`config.mk`:
```
export PLATFORM = sky130hd
export DESIGN_NAME = sync_fifo_prog_flat
export DESIGN_NICKNAME = d
export VERILOG_FILES = /design/src/rtl/sync_fifo_prog_if.sv /design/src/rtl/sync_fifo_prog.sv /design/src/flat_wrapper.sv
export SDC_FILE = /design/constraint.sdc
export NUM_CORES = 1
export LEC_CHECK = 0
export BUFFER_PORTS_ARGS = -buffer_cell sky130_fd_sc_hd__buf_2
export CAP_MARGIN = 20
export CELL_PAD_IN_SITES_DETAIL_PLACEMENT = 0
export CELL_PAD_IN_SITES_GLOBAL_PLACEMENT = 1
export CORE_ASPECT_RATIO = 0.8
export CORE_MARGIN = 3
export CORE_UTILIZATION = 29
export CTS_CLUSTER_DIAMETER = 50
export DETAILED_ROUTE_END_ITERATION = 10
export GPL_TIMING_DRIVEN = 0
export PLACE_DENSITY = 0.52
export SETUP_SLACK_MARGIN = 0.1
export SLEW_MARGIN = 20
export SYNTH_ARGS = -nofsm -noshare
export SYNTH_HDL_FRONTEND = slang
export SYNTH_SLANG_ARGS = --single-unit
```
`constraint.sdc`:
```
create_clock -name clk -period 3.9 [get_ports clk]
set_input_delay 0.585 -clock clk [delete_from_list [all_inputs] [get_ports clk]]
set_output_delay 0.585 -clock clk [all_outputs]
set_load 0.02 [all_outputs]
```
`src/rtl/sync_fifo_prog_if.sv`:
```
// sync_fifo_prog_if: write/read handshake, data and status bundle for sync_fifo_prog.
interface sync_fifo_prog_if #(
    parameter int F_WIDTH = 32,
    parameter int F_DEPTH = 16
);
    localparam int C_W = $clog2(F_DEPTH + 1);
    logic               wr_en;
    logic [F_WIDTH-1:0] data_in;
    logic               rd_en;
    logic [F_WIDTH-1:0] rd_data;
    logic               rd_valid;
    logic               full;
    logic               empty;
    logic               almost_full;
    logic               almost_empty;
    logic [C_W-1:0]     count;
    logic               wr_err;
    logic               rd_err;
    modport master (
        output wr_en, data_in, rd_en,
        input  rd_data, rd_valid, full, empty, almost_full, almost_empty, count, wr_err, rd_err
    );
    modport slave (
        input  wr_en, data_in, rd_en,
        output rd_data, rd_valid, full, empty, almost_full, almost_empty, count, wr_err, rd_err
    );
endinterface

```
`src/rtl/sync_fifo_prog.sv`:
```
// sync_fifo_prog: parametrised single-clock FIFO with programmable flags and standard/FWFT read.
module sync_fifo_prog #(
    parameter int F_WIDTH  = 32,
    parameter int F_DEPTH  = 16,
    parameter int AF_LEVEL = 14,
    parameter int AE_LEVEL = 2,
    parameter int FWFT     = 0
) (
    input logic             clk,
    input logic             reset,
    sync_fifo_prog_if.slave f
);
    localparam int C_W = $clog2(F_DEPTH + 1);
    localparam int P_W = $clog2(F_DEPTH);
    localparam logic [C_W-1:0] DEPTH_C = C_W'(F_DEPTH);
    localparam logic [C_W-1:0] AF_C    = C_W'(AF_LEVEL);
    localparam logic [C_W-1:0] AE_C    = C_W'(AE_LEVEL);
    localparam logic [P_W-1:0] LAST_P  = P_W'(F_DEPTH - 1);
    logic [F_WIDTH-1:0] mem [F_DEPTH];
    logic [P_W-1:0]     wr_ptr, rd_ptr, wr_ptr_n, rd_ptr_n;
    logic [C_W-1:0]     cnt, cnt_n;
    logic [F_WIDTH-1:0] rd_q;
    logic               rd_v_q, full_q, empty_q, af_q, ae_q, wr_err_q, rd_err_q;
    logic               rd_acc, wr_acc;
    // A full FIFO may still take a write when a read frees a slot on the same edge.
    always_comb begin
        rd_acc   = f.rd_en & ~empty_q;
        wr_acc   = f.wr_en & (~full_q | rd_acc);
        wr_ptr_n = (wr_ptr == LAST_P) ? '0 : wr_ptr + P_W'(1);
        rd_ptr_n = (rd_ptr == LAST_P) ? '0 : rd_ptr + P_W'(1);
        cnt_n    = cnt + C_W'(wr_acc) - C_W'(rd_acc);
    end
    always_ff @(posedge clk)
        if (reset && wr_acc)
            mem[wr_ptr] <= f.data_in;
    always_ff @(posedge clk) begin
        if (!reset) begin
            wr_ptr   <= '0;
            rd_ptr   <= '0;
            cnt      <= '0;
            rd_q     <= '0;
            rd_v_q   <= 1'b0;
            full_q   <= 1'b0;
            empty_q  <= 1'b1;
            af_q     <= 1'b0;
            ae_q     <= 1'b1;
            wr_err_q <= 1'b0;
            rd_err_q <= 1'b0;
        end else begin
            wr_ptr   <= wr_acc ? wr_ptr_n : wr_ptr;
            rd_ptr   <= rd_acc ? rd_ptr_n : rd_ptr;
            rd_q     <= rd_acc ? mem[rd_ptr] : rd_q;
            rd_v_q   <= rd_acc;
            cnt      <= cnt_n;
            full_q   <= cnt_n == DEPTH_C;
            empty_q  <= cnt_n == '0;
            af_q     <= cnt_n >= AF_C;
            ae_q     <= cnt_n <= AE_C;
            wr_err_q <= f.wr_en & ~wr_acc;
            rd_err_q <= f.rd_en & ~rd_acc;
        end
    end
    assign f.rd_data      = (FWFT != 0) ? (empty_q ? '0 : mem[rd_ptr]) : rd_q;
    assign f.rd_valid     = (FWFT != 0) ? ~empty_q : rd_v_q;
    assign f.full         = full_q;
    assign f.empty        = empty_q;
    assign f.almost_full  = af_q;
    assign f.almost_empty = ae_q;
    assign f.count        = cnt;
    assign f.wr_err       = wr_err_q;
    assign f.rd_err       = rd_err_q;
endmodule

```
`src/flat_wrapper.sv`:
```
// flat-port wrapper written by rule: the top's interface ports become plain ports
module sync_fifo_prog_flat 
#(
    parameter int F_WIDTH  = 32,
    parameter int F_DEPTH  = 16,
    parameter int AF_LEVEL = 14,
    parameter int AE_LEVEL = 2,
    parameter int FWFT     = 0
)
  (clk, reset, f_wr_en, f_data_in, f_rd_en, f_rd_data, f_rd_valid, f_full, f_empty, f_almost_full, f_almost_empty, f_count, f_wr_err, f_rd_err);
  sync_fifo_prog_if #(.F_WIDTH(F_WIDTH), .F_DEPTH(F_DEPTH)) f_i ();
  input logic clk;
  input logic reset;
  input wire logic [$bits(f_i.wr_en)-1:0] f_wr_en;
  input wire logic [$bits(f_i.data_in)-1:0] f_data_in;
  input wire logic [$bits(f_i.rd_en)-1:0] f_rd_en;
  output wire logic [$bits(f_i.rd_data)-1:0] f_rd_data;
  output wire logic [$bits(f_i.rd_valid)-1:0] f_rd_valid;
  output wire logic [$bits(f_i.full)-1:0] f_full;
  output wire logic [$bits(f_i.empty)-1:0] f_empty;
  output wire logic [$bits(f_i.almost_full)-1:0] f_almost_full;
  output wire logic [$bits(f_i.almost_empty)-1:0] f_almost_empty;
  output wire logic [$bits(f_i.count)-1:0] f_count;
  output wire logic [$bits(f_i.wr_err)-1:0] f_wr_err;
  output wire logic [$bits(f_i.rd_err)-1:0] f_rd_err;
  assign f_i.wr_en = f_wr_en;
  assign f_i.data_in = f_data_in;
  assign f_i.rd_en = f_rd_en;
  assign f_rd_data = f_i.rd_data;
  assign f_rd_valid = f_i.rd_valid;
  assign f_full = f_i.full;
  assign f_empty = f_i.empty;
  assign f_almost_full = f_i.almost_full;
  assign f_almost_empty = f_i.almost_empty;
  assign f_count = f_i.count;
  assign f_wr_err = f_i.wr_err;
  assign f_rd_err = f_i.rd_err;
  sync_fifo_prog #(.F_WIDTH(F_WIDTH), .F_DEPTH(F_DEPTH), .AF_LEVEL(AF_LEVEL), .AE_LEVEL(AE_LEVEL), .FWFT(FWFT)) u_core (.clk(clk), .reset(reset), .f(f_i));
endmodule
```
# Word level (Yosys, flattened, before mapping)
# Memory sizes are Yosys's and may differ from the RTL's. A register that Yosys moved wholly into a read port is not among the register bits.
# Index checks and enable logic that the tools add are counted.
[op_classes]
eq_ne = 3
order_cmp = 2
bitwise = 9
muxes = 4
add_sub_neg = 4
n_reduce_logical = 3
[ops]
columns = ["cell", "n"]
rows = [
  ["$add A4 B1 Y4 const B", 2],
  ["$eq A4 B4 Y1 const B", 2],
  ["$mux W4", 2],
  ["$add A5 B1 Y5", 1],
  ["$eq A5 B5 Y1 const B", 1],
  ["$ge A5 B4 Y1 const B", 1],
  ["$le A5 B2 Y1 const B", 1],
  ["$logic_not A5 Y1", 1],
  ["$sub A5 B1 Y5", 1],
  ["$and A1 B1 Y1", 4],
  ["$not A1 Y1", 4],
  ["$mux W1", 2],
  ["$logic_and A1 B1 Y1", 1],
  ["$logic_not A1 Y1", 1],
  ["$or A1 B1 Y1", 1],
]
[word_totals]
register_bits = 20
output_inout_bits = 44
word_cells = 36
memories = 1
input_bits = 36
ram_bits = 512
[mem_list]
columns = ["memory", "words", "width", "read_ports", "rd_ports_with_merged_regs", "write_ports", "line_no", "source"]
rows = [
  ["u_core.mem", 16, 32, 1, 1, 1, "sync_fifo_prog.sv:19", "logic [F_WIDTH-1:0] mem [F_DEPTH];"],
]

# Longest topological paths before layout
# Gate-level depths: netlist of the first run.
[depth]
depth_word = 7
depth_mapped = 13
ltp_nobuf = 12

# Least setup slack after synthesis of the first run
# OpenSTA, ideal clock, no wires.
[synth_path]
path_kind = "in2reg"
startpoint = "input port reset"
endpoint = "memory u_core.mem[0][0], enable pin"
setup_slack_ns = -0.011
stages = 5
t_arrival_ns = 3.450
required_time_ns = 3.439
setup_ns = 0.461
path_buffers = 1
cell_sequence = "clkbuf_1 -> nand2_1 -> a21oi_1 -> nand2_1 -> nor3_1"
[synth_between]
elab_chain_cells = 3
[synth_lines]
columns = ["element", "line_no", "source"]
rows = [
  ["start, declared", "flat_wrapper.sv:13", "input logic reset;"],
  ["$logic_and A1 B1 Y1", "sync_fifo_prog.sv:34", "if (reset && wr_acc)"],
  ["$mux W1", "sync_fifo_prog.sv:34", ""],
  ["$mux W1 (implied by the code)", "sync_fifo_prog.sv:35", "mem[wr_ptr] <= f.data_in;"],
  ["end, declared", "sync_fifo_prog.sv:19", ""],
]
# No other way between the ends.

# Worst setup path after layout of the first run
[layout_path]
startpoint = "register u_core.empty_q, in the netlist u_core.f.empty"
endpoint = "register u_core.ae_q, in the netlist u_core.f.almost_empty"
[layout_between]
elab_chain_cells = 7
[layout_lines]
columns = ["element", "line_no", "source"]
rows = [
  ["start, declared", "sync_fifo_prog.sv:23", "logic rd_v_q, full_q, empty_q, af_q, ae_q, wr_err_q, rd_err_q;"],
  ["start signal, assigned", "sync_fifo_prog.sv:44", "empty_q <= 1'b1;"],
  ["start signal, assigned", "sync_fifo_prog.sv:56", "empty_q <= cnt_n == '0;"],
  ["$not A1 Y1 *", "--", ""],
  ["$and A1 B1 Y1 *", "sync_fifo_prog.sv:27", "rd_acc = f.rd_en & ~empty_q;"],
  ["via u_core.rd_acc", "sync_fifo_prog.sv:24", "logic rd_acc, wr_acc;"],
  ["$or A1 B1 Y1", "sync_fifo_prog.sv:28", "wr_acc = f.wr_en & (~full_q | rd_acc);"],
  ["$and A1 B1 Y1", "sync_fifo_prog.sv:28", ""],
  ["$add A5 B1 Y5", "sync_fifo_prog.sv:31", "cnt_n = cnt + C_W'(wr_acc) - C_W'(rd_acc);"],
  ["$sub A5 B1 Y5 *", "sync_fifo_prog.sv:31", ""],
  ["$le A5 B2 Y1 *", "sync_fifo_prog.sv:58", "ae_q <= cnt_n <= AE_C;"],
  ["end signal, assigned", "sync_fifo_prog.sv:46", "ae_q <= 1'b1;"],
  ["end signal, assigned", "sync_fifo_prog.sv:58", ""],
  ["end, declared", "sync_fifo_prog.sv:23", ""],
]
# Mark *: on every way through the listed nets, which the timed path passes. The rest lies on a longest branch.
# A chain may end at the register's enable or synchronous reset.

==> results of run 1 <==
[layout make-up]
type	count	share of cell area (%)
sequential	564	62.8
multi-input combinational	352	19.0
clock buffer	82	6.26
tap	990	4.74
timing repair buffer	116	4.58
buffer	53	1.22
clock inverter	30	1.21
inverter	12	0.172
antenna	1	0.00958
[cells by family after synthesis]
family / after synthesis / share of synthesized area [%]
AO/OA/AOI/OAI: 84 / 3.09
XOR/XNOR: 5 / 0.203
adder cells (fa/ha/maj): 11 / 0.672
buffers and inverters: 65 / 1.68
flip-flops: 564 / 76.0
multiplexers: 192 / 17.0
AND/OR/NAND/NOR: 60 / 1.38
[registers in the layout (all words and copies together) (netlist names)]
signal	cells
u_core.f.count	5
u_core.f.rd_err	1
u_core.f.full	1
u_core.wr_ptr	4
u_core.f.wr_err	1
u_core.f.almost_empty	1
u_core.f.rd_valid	1
u_core.f.rd_data	32
u_core.f.almost_full	1
u_core.f.empty	1
u_core.rd_ptr	4
u_core.mem	512
[worst min path at each step]
stage / start / endpoint / slack, ns / depth (start not counted)
6_report: f_wr_en / u_core.f.wr_err / 0.26 / 3
3_5_place_dp: u_core.f.empty / u_core.f.rd_valid / 0.46 / 1
2_1_floorplan: u_core.f.empty / u_core.f.rd_valid / 0.51 / 1
4_1_cts: f_rd_en / u_core.f.rd_err / 0.22 / 2
5_1_grt: f_rd_en / u_core.f.rd_err / 0.25 / 2
3_3_place_gp: u_core.f.empty / u_core.f.rd_valid / 0.46 / 1
[synth_stat cells (2+ instances only)]
cell,count
a22oi_1,5
nor3_1,4
buf_4,5
nor2_1,16
dfxtp_1,52
mux2_4,25
o21ai_1,35
buf_6,2
ha_1,10
buf_12,3
mux2i_1,32
mux4_2,124
mux4_1,4
a21boi_1,2
nor2b_1,6
a21oi_1,7
nand3_1,2
nand2_1,14
mux2_2,7
a22oi_2,27
edfxtp_1,512
and3_1,2
buf_2,17
nand2b_1,3
xnor2_1,4
and2_1,8
buf_1,7
clkbuf_1,17
inv_1,11
[worst min-delay path, cell delays in order]
cell	delay, ns
buf_2	0.11
nand2_1	0.07
nor2_1	0.05
[routing by layer]
metal | vias to the layer above | global-route usage, % | wire length (um)
li1 | 4456 | - | -
met1 | 5449 | 19.5 | 25000
met3 | 53 | 2.62 | 2570
met5 | - | 0 | 13
met4 | 2 | 2.89 | 684
met2 | 212 | 21.8 | 24800
[power breakdown]
part	leakage (nW)	total (W)	internal [W]	switching (W)
Sequential	5.04	0.00683	0.00675	0.0000868
Combinational	2.20	0.00149	0.000652	0.000836
Clock	0.956	0.00566	0.00333	0.00233
[metrics by stage]
stage	TNS [ns]	area [um^2]	util [%]	hold slack, ns
after global placement	-793.42	23300	31.9	0.461
final	0	26100	35.9	0.258
after detailed placement	0	24200	33.2	0.461
after floorplan	0	21600	-	0.514
after CTS	0	26100	35.8	0.224
after global routing	0	26100	35.8	0.249
==> impl_results.md, run 1 <==
* Post-Syn Area at 21600 um^2
* Register area share after synthesis at 76.0%
* Hold Violations, Final at 0
* Via density per instance at 4.62
* Min Tclk post-route at 2.77 ns
* Worst R2R Setup Slack at 1.13 ns
* Most frequent cells in the layout: edfxtp_1, mux4_2, buf_2
* Layout area overhead at 20.9%
* # rows at 88
* Post-cts gate resize count at 0
* Top cells by area, synth: edfxtp_1, mux4_2, dfxtp_1
* #FFs+latches synth at 564
* Post-synthesis cell count at 981
* Crit path depth at 13
* Pwr Density at 535 nW/um^2
* Nature of the critical path endpoint: register
* Worst ir drop on vdd at 0.328 mV
* CTS Buf Count at 60
* Status: complete, no violations
* Critical path startpoint: u_core.f.empty
* Unrepaired setup endpoints after global routing: no
* Clk slew on worst S/H paths at 0.06 ns
* Final worst slack at 1.13 ns
* Max-slew headroom at 31.8%
* Final period util at 71.0%
* Synth cell types at 47
* Crit path buf inv count at 4
* CTS tree: yes
* MaxCap Viol Count at 0
* Crit path cell chain: nand2b_1 > buf_2 > inv_2 > ha_1 > inv_1 > ha_1 > inv_1 > fa_1 > nor2b_1 > o21ai_1 > a21oi_1 > and3b_1 > a221oi_1
* Pre-CTS setup slack at 0.679 ns
* CP delay by family, top: adder cells
* Mean Syn Cell Area at 22.0 um^2
* # H-tree levels at 2
* Avg WL per Cell at 24.2 um
* Starting Density at 29.6%
* Ys Warns at 0
* Post-synth EDFFs at 512
* CTS sink cnt at 564
* Final net count at 1206
* Share of synthesized flip-flops with an asynchronous set or reset at 0%
* Worst slew pin tran at 1.02 ns
* GRT Util Overall at 13.7%
* Later-pin clock latency in the skew report at 0.62 ns
* Dpl hpwl at 34600 um
* Bufs on Longest Clock Path at 3
* Power, Total at 0.0140 W
* Setup repair bufs after CTS at 0
* Initial antenna violation count at 2
* Top_reg_cell synth: edfxtp_1
* Crit Path Class: register to register
* Hold Path Class: input port to register
* Total Wirelength at 53200 um
* Core ar. at 72900 um^2
* CP arrival at 3.27 ns
* Vias in the first global route at 10712
* Final setup fails at 0
* # placed instances at 2087
* Reg area at 16400 um^2
* Initial drt markers at 728
* Reg-to-Reg End: u_core.f.almost_empty
* CP startpoint kind: register
* Worst r2r src: u_core.f.empty
* IO Port Bufs at 79
* Clock Skew at 0.0312 ns
* Max Fclk at 361 MHz
* Die area at 77800 um^2
* RD Place Congestion at 0.677
* Cts hold-fix bufs at 0
* Reg2Reg Depth at 13
* Root buffer cell: clkbuf_16
* Worst Setup EP: u_core.f.almost_empty
* CP required at 4.40 ns
* Via count at 10172
* Layout cells sized above 1 at 35.8%
* Drc violations at 0
* Antenna-violating nets left at 0
* Delay of the slowest critical-path stage at 0.43 ns
* Top cell type's share of synthesized area at 71.2%
* Global route total overflow at 0
* Die width at 311 um
* TritonRoute pass-1 iters at 5
* Pleak at 8.19 nW
* First-pass GRT wire length at 77600 um
* Most common cell after layout, fill and taps aside: edfxtp_1
* Slowest-stage cell, CP: fa_1
* Top cell type by total area after synthesis: edfxtp_1
* Post-Syn Nets at 1028
* Largest net degree at the start of global routing at 18
* Slew Limit Fails at 0
* Critical-path maximum fanout at 8
* Fillers at 6816
* Finished Layout Cells at 2200
* DIE HEIGHT at 250 um
* IO Count at 80
* Multi-input logic area at 4960 um^2
No activity file was read; power rests on OpenSTA's default activity.
==> run 2, diff against run 1 <==
Settings changed: ABC_AREA set to 1, PLACE_DENSITY 0.52 to 0.54.
Clock period 3.9 ns to 2.9 ns, I/O delays scaled along.
==> run 2 against run 1 <==
  * Cell count increased by 48%
  * Count of clock-buffer cells in the layout rose by 11
  * Worst hold slack worse by 0.18 ns
  * Maximum frequency up 6.0%
  * Critical path depth up 2
  * Cell area grew 5.6%
  * Worst setup slack worse by 0.84 ns
  * Combinational power increased by 150%
  * Utilization fell by 0.21 points
  * Sequential power up 35%
  * Clock power grew 58%
  * Via count grew 50%
  * Largest cell class unchanged
==> impl_results.md, run 2 <==
* Core ar. at 77400 um^2 (+6.2%)
* Sw Share at 28.4% (+5.2 points)
* Later-pin clock latency in the skew report at 0.61 ns (about the same)
* # H-tree levels at 3 (+1)
* Power, Total at 0.0218 W (+56%)
* Post-synthesis cell count at 1989 (+100%)
* Most flop-heavy register: u_core.mem
* Worst hold slack at 0.0753 ns (-0.183 ns)
* IO Port Bufs at 78 (-1.3%)
* Hold Violations, Final at 0 (unchanged)
* Pwr Density at 792 nW/um^2 (+48%)
* Starting Density at 29.4% (-0.26 points)
* Min Tclk post-route at 2.61 ns (-0.157 ns)
* Synth cell types at 22 (-53%)
* Root buffer cell: clkbuf_16
* Cell Int Power at 0.0156 W (+46%)
* Ys Warns at 0 (unchanged)
* Die area at 81900 um^2 (+5.2%)
* Final net count at 2220 (+84%)
* Post-route design area at 27600 um^2 (+5.6%)
* # rows at 91 (+3.4%)
* Dpl hpwl at 47100 um (+36%)
* Post-Syn Nets at 2036 (+98%)
* Top cell type by total area after synthesis: edfxtp_1
* Largest net degree at the start of global routing at 21 (+3)
* Register area share after synthesis at 72.2% (-3.8 points)
* Status: complete, no violations
* Top_reg_cell synth: edfxtp_1
* Clk slew on worst S/H paths at 0.06 ns (about the same)
* Post-synth EDFFs at 512 (unchanged)
* TritonRoute pass-1 iters at 5 (unchanged)
* GRT Util Overall at 17.2% (+3.5 points)
* CTS Buf Count at 71 (+18%)
* IO Count at 80 (unchanged)
* Clock share of power at 41.1% (+0.6 points)
* Top cells by area, synth: edfxtp_1, nand2_1, nand3_1
* Initial antenna violation count at 0 (-2)
* CP arrival at 3.12 ns (-0.15 ns)
* Nature of the critical path endpoint: register
* Antenna-violating nets left at 0 (unchanged)
* Layout area overhead at 21.3%
* Avg WL per Cell at 21.8 um (-9.7%)
* Synth top cells by count: nand2_1, edfxtp_1, nand3_1
* Finished Layout Cells at 3252 (+48%)
* Post-Syn Area at 22700 um^2 (+5.3%)
* #FFs+latches synth at 564 (unchanged)
* Diodes inserted at 0 (-1)
* First-pass GRT wire length at 102000 um (+32%)
* Via count at 15302 (+50%)
* Hold Path Class: input port to register
* Layout cells sized above 1 at 15.2% (-21 points)
* Largest register FFs at 512 (unchanged)
* Max-slew headroom at 31.9% (+0.16 points)
* Clock Skew at 0.0237 ns (-0.00746 ns)
* Combinational fraction of design power at 16.8% (+6.2 points)
* CP required at 3.41 ns (-0.99 ns)
* Mean Syn Cell Area at 11.4 um^2 (-48%)
* DIE HEIGHT at 257 um (+2.5%)
* Vias in the first global route at 14846 (+39%)
* MaxCap Viol Count at 0 (unchanged)
* Drc violations at 0 (unchanged)
* Final Util at 35.6% (-0.21 points)
* Max Fclk at 383 MHz (+6.0%)
* Unrepaired setup endpoints after global routing: yes
* Critical-path maximum fanout at 10 (+2)
* Final setup fails at 0 (unchanged)
* Global route total overflow at 0 (unchanged)
* CP startpoint kind: register
* CTS sink cnt at 564 (unchanged)
* Pleak at 10.4 nW (+27%)
* Most common cell after layout, fill and taps aside: nand2_1
* Final period util at 90.1% (+19 points)
* Worst ir drop on vdd at 0.484 mV (+48%)
* Initial drt markers at 1259 (+73%)
* # placed instances at 3109 (+49%)
* Bufs on Longest Clock Path at 3 (unchanged)
* RD Place Congestion at 0.778 (+15%)
* Part of the power in registers at 42.2% (-6.7 points)
* Crit Path Class: register to register
* Total Wirelength at 70900 um (+33%)
* CTS tree: yes
* Slew Limit Fails at 0 (unchanged)
* Placed Area at 25000 um^2 (+3.4%)
* Top cell type's share of synthesized area at 67.6% (-3.6 points)
* Most frequent cells in the layout: nand2_1, edfxtp_1, nand3_1
* Via density per instance at 4.71 (+1.8%)
* Die width at 319 um (+2.6%)
* Switching power at 0.00621 W (+91%)
* Worst slew pin tran at 1.02 ns (-0.00240 ns)
* Share of synthesized flip-flops with an asynchronous set or reset at 0% (unchanged)
* Top-count cell post-synth: nand2_1
[run 2: cell count changes after synthesis, sizes merged, moves of 47 or more]
| cell | previous run | this run |
|---|---|---|
| buf | 35 | 100 |
| inv | 12 | 59 |
| nand2 | 14 | 699 |
| nor2 | 16 | 93 |
| mux4 | 128 | 0 |
| nand3 | 2 | 420 |
[run 2: cells by family after synthesis]
group	count (synthesis)	synth area share, %
AOI/OAI and AO/OA	13	0.286
DFF	564	72.2
buffers and inverters	177	4.21
xor gates and xnor gates	6	0.231
adders and majority gates	11	0.638
and+or+nand+nor	1218	22.5
[run 2: worst max-delay path, stage by stage (launching register included)]
cell and delay, ns:
dfxtp_1 0.32, inv_1 0.11, nand2_4 0.11, inv_2 0.12, buf_12 0.16, buf_8 0.17, ha_1 0.24, inv_1 0.06
ha_1 0.16, inv_1 0.07, fa_2 0.38, o21ai_2 0.18, xor2_2 0.19, nor2_1 0.07, inv_1 0.11, nand2_1 0.06
[run 2: worst paths after layout]
| path | from | to | slack (ns) | depth (start not counted) |
|---|---|---|---|---|
| min reg2reg | u_core.f.empty | u_core.f.rd_valid | 0.44 | 1 |
| min | f_wr_en | u_core.f.wr_err | 0.08 | 3 |
| max reg2reg | u_core.f.empty | u_core.f.almost_full | 0.29 | 15 |
| max | u_core.f.empty | u_core.f.almost_full | 0.29 | 15 |
[run 2: layout make-up]
type | instances | area (um^2)
plain buffers | 118 | 754
clock buffers | 93 | 1940
clock inverters | 36 | 447
fillers | 7652 | 49800
inverters | 59 | 226
multi-input cells | 1248 | 5510
flip-flops and latches | 564 | 16400
well taps | 1023 | 1280
repair buffers | 111 | 1010
[run 2: power groups by stage]
| stage | clock network, W | logic, W | registers (W) |
|---|---|---|---|
| floorplan | 0 | 0.00200 | 0.00955 |
| CTS | 0.00918 | 0.00363 | 0.00921 |
| finish | 0.00897 | 0.00367 | 0.00921 |
| global route | 0.00951 | 0.00406 | 0.00923 |
| detailed placement | 0 | 0.00357 | 0.00938 |
| global placement | 0 | 0.00351 | 0.00939 |
[run 2: metal layers]
metal  GRT usage [%]  share of wire [%]
met1            24.9                 48
met4            4.21                2.1
met2            26.7                 45
met3            2.94                4.5
met5               0                  0
[run 2: per-stage QoR]
step / TNS (ns) / setup WS (ns)
2_1_floorplan: -31.30 / -0.0611
3_5_place_dp: -133.59 / -0.720
3_3_place_gp: -1248.66 / -2.75
4_1_cts: 0 / 0.105
6_report: 0 / 0.286
5_1_grt: 0 / 0.0768
[run 2: repair_timing]
item / 4_1_cts / 5_1_grt
gates resized for setup: 7 / 6
hold buffers: 0 / 0
setup endpoints to repair: 151 / 63
setup buffers: 1 / 13
pin swaps: 1 / 8
==> run 3, diff against run 2 <==
Settings changed: ABC_AREA 1 to 0, CORE_MARGIN 3 to 2, PLACE_DENSITY 0.54 to 0.5.
Clock period 2.9 ns to 2.97 ns, I/O delays scaled along.
==> run 3 against run 2 <==
  * Maximum frequency down 3.6%
  * Worst setup slack worse by 0.027 ns
  * Global-route usage down 3.3 points
==> impl_results.md, run 3 (same netlist as run 1, synthesis figures left out) <==
* Clk slew on worst S/H paths at 0.06 ns (about the same)
* Worst slew pin tran at 1.15 ns (+0.127 ns)
* GRT Util Overall at 13.8% (-3.3 points)
* Hold Violations, Final at 0 (unchanged)
* First-pass GRT wire length at 75800 um (-26%)
* Crit path buf inv count at 2 (-5)
* Diodes inserted at 0 (unchanged)
* Crit path cell chain: nand2b_1 > clkbuf_4 > a21oi_1 > nand2_1 > nor2_4 > buf_12
* Fin Setup TNS at 0 ns (unchanged)
* RD Place Congestion at 0.669 (-14%)
* Max-slew headroom at 23.4% (-8.5 points)
* CP startpoint kind: register
* Vias in the first global route at 10677 (-28%)
* Dpl hpwl at 34400 um (-27%)
* Layout area overhead at 20.9%
* CTS tree: yes
* Delay of the slowest critical-path stage at 0.72 ns (+0.34 ns)
* Pre-CTS setup slack at -0.178 ns (+0.542 ns)
* Drc violations at 0 (unchanged)
* Part of the power in registers at 49.0% (+6.8 points)
* Final worst slack at 0.259 ns (-0.0273 ns)
* Largest net degree at the start of global routing at 18 (-14%)
* Avg WL per Cell at 23.7 um (+8.5%)
* Pleak at 8.18 nW (-21%)
* Worst ir drop on vdd at 0.428 mV (-12%)
* Clock Skew at 0.0143 ns (-0.00938 ns)
* Antenna-violating nets left at 0 (unchanged)
* CP arrival at 3.03 ns (-0.09 ns)
* Switching power at 0.00436 W (-30%)
* Post-route design area at 26100 um^2 (-5.3%)
* Unrepaired setup endpoints after global routing: yes
* MaxCap Viol Count at 0 (unchanged)
* # rows at 89 (-2.2%)
* CP required at 3.29 ns (-0.12 ns)
* Combinational fraction of design power at 10.8% (-6.0 points)
* Critical-path maximum fanout at 17 (+7)
* CTS Buf Count at 59 (-17%)
* IO Port Bufs at 79 (+1.3%)
* Placed Area at 24200 um^2 (-3.3%)
* IO Count at 80 (unchanged)
* Most common cell after layout, fill and taps aside: edfxtp_1
* Cell Int Power at 0.0140 W (-11%)
* Cts hold-fix bufs at 0 (unchanged)
* Initial antenna violation count at 1 (+1)
* Max Fclk at 369 MHz (-3.6%)
* Final period util at 91.3% (+1.2 points)
* Hold Path Class: input port to register
* Later-pin clock latency in the skew report at 0.62 ns (about the same)
* Sw Share at 23.8% (-4.6 points)
* Power, Total at 0.0183 W (-16%)
* Final net count at 1203 (-46%)
* Via count at 10139 (-34%)
* # H-tree levels at 2 (-1)
* Layout cells sized above 1 at 36.5% (+21 points)
* Via density per instance at 4.59 (-2.4%)
* CTS sink cnt at 564 (unchanged)
* Root buffer cell: clkbuf_16
* Global route total overflow at 0 (unchanged)
* Die width at 309 um (-3.1%)
* CP delay by family, top: simple AND/OR/NAND/NOR gates
* Status: complete, no violations
* Core ar. at 73700 um^2 (-4.8%)
* Slew Limit Fails at 0 (unchanged)
* Most frequent cells in the layout: edfxtp_1, mux4_2, buf_2
* Nature of the critical path endpoint: register
* Pwr Density at 701 nW/um^2 (-11%)
* Starting Density at 29.3% (-0.069 points)
* DIE HEIGHT at 248 um (-3.3%)
* Die area at 76700 um^2 (-6.3%)
* TritonRoute pass-1 iters at 7 (+2)
* Min Tclk post-route at 2.71 ns (+0.0973 ns)
* Bufs on Longest Clock Path at 3 (unchanged)
* Initial drt markers at 796 (-37%)
* Slowest-stage cell, CP: nor2_4
* Most flop-heavy register: u_core.mem
* Final setup fails at 0 (unchanged)
* Total Wirelength at 52200 um (-26%)
* Crit Path Class: register to register
* Clock share of power at 40.3% (-0.8 points)
* Worst hold slack at 0.0897 ns (+0.0143 ns)
* Largest register FFs at 512 (unchanged)
==> run 3: cell types whose count changed in the layout (fill, tap and decap cells not counted), sizes merged, moves of 12 or more <==
| cell | delta |
|---|---|
| nand2 | -685 |
| nand3 | -418 |
| mux4 | +128 |
| nor2 | -77 |
| buf | -65 |
| inv | -48 |
| a22oi | +32 |
| mux2 | +32 |
| mux2i | +32 |
| o21ai | +29 |
| clkbuf | -18 |
| clkinv | +12 |
==> run 3: timing repair <==
item | in CTS | in global routing
gates resized for setup | 0 | 6
setup buffers | 0 | 0
setup endpoints to repair | 0 | 30
==> run 3: routing by layer <==
layer	track usage [%]	vias to the layer above	share of wire, %
met2	21.8	189	46
met4	3.11	2	1.4
met3	2.57	64	4.0
met1	19.9	5440	48
li1	-	4444	-
met5	0	-	0.021
==> run 3: power groups by stage <==
stage	Sequential, W	Combinational [W]	Clock, W
2_1_floorplan	0.00925	0.00118	0
6_report	0.00897	0.00197	0.00737
5_1_grt	0.00899	0.00216	0.00789
3_5_place_dp	0.00914	0.00197	0
4_1_cts	0.00898	0.00198	0.00758
3_3_place_gp	0.00915	0.00192	0
==> run 3: path summary, 6_finish.rpt <==
check | start | to | slack, ns | cells after the start
worst max register to register | u_core.f.empty | u_core.mem[7][12] | 0.26 | 6
worst min register to register | u_core.f.empty | u_core.f.rd_valid | 0.44 | 1
worst max-delay path | u_core.f.empty | u_core.mem[7][12] | 0.26 | 6
worst min-delay path | f_rd_en | u_core.f.rd_err | 0.09 | 2
==> run 3: final cells by class <==
| cell class | instances | area, um^2 |
|---|---|---|
| fill | 6924 | 47600 |
| sequential | 564 | 16400 |
| multi-input combinational | 352 | 4980 |
| clock buffer | 73 | 1580 |
| tap | 1001 | 1250 |
| timing repair buffer | 114 | 1160 |
| clock inverter | 39 | 350 |
| buffer | 53 | 328 |
| inverter | 12 | 45.0 |
==> run 3: through the flow <==
| stage | utilization [%] | std cells |
|---|---|---|
| floorplan | - | 981 |
| global placement | 31.6 | 2061 |
| detailed placement | 32.8 | 2096 |
| CTS | 35.4 | 2208 |
| global route | 35.4 | 2208 |
| finish | 35.4 | 2208 |
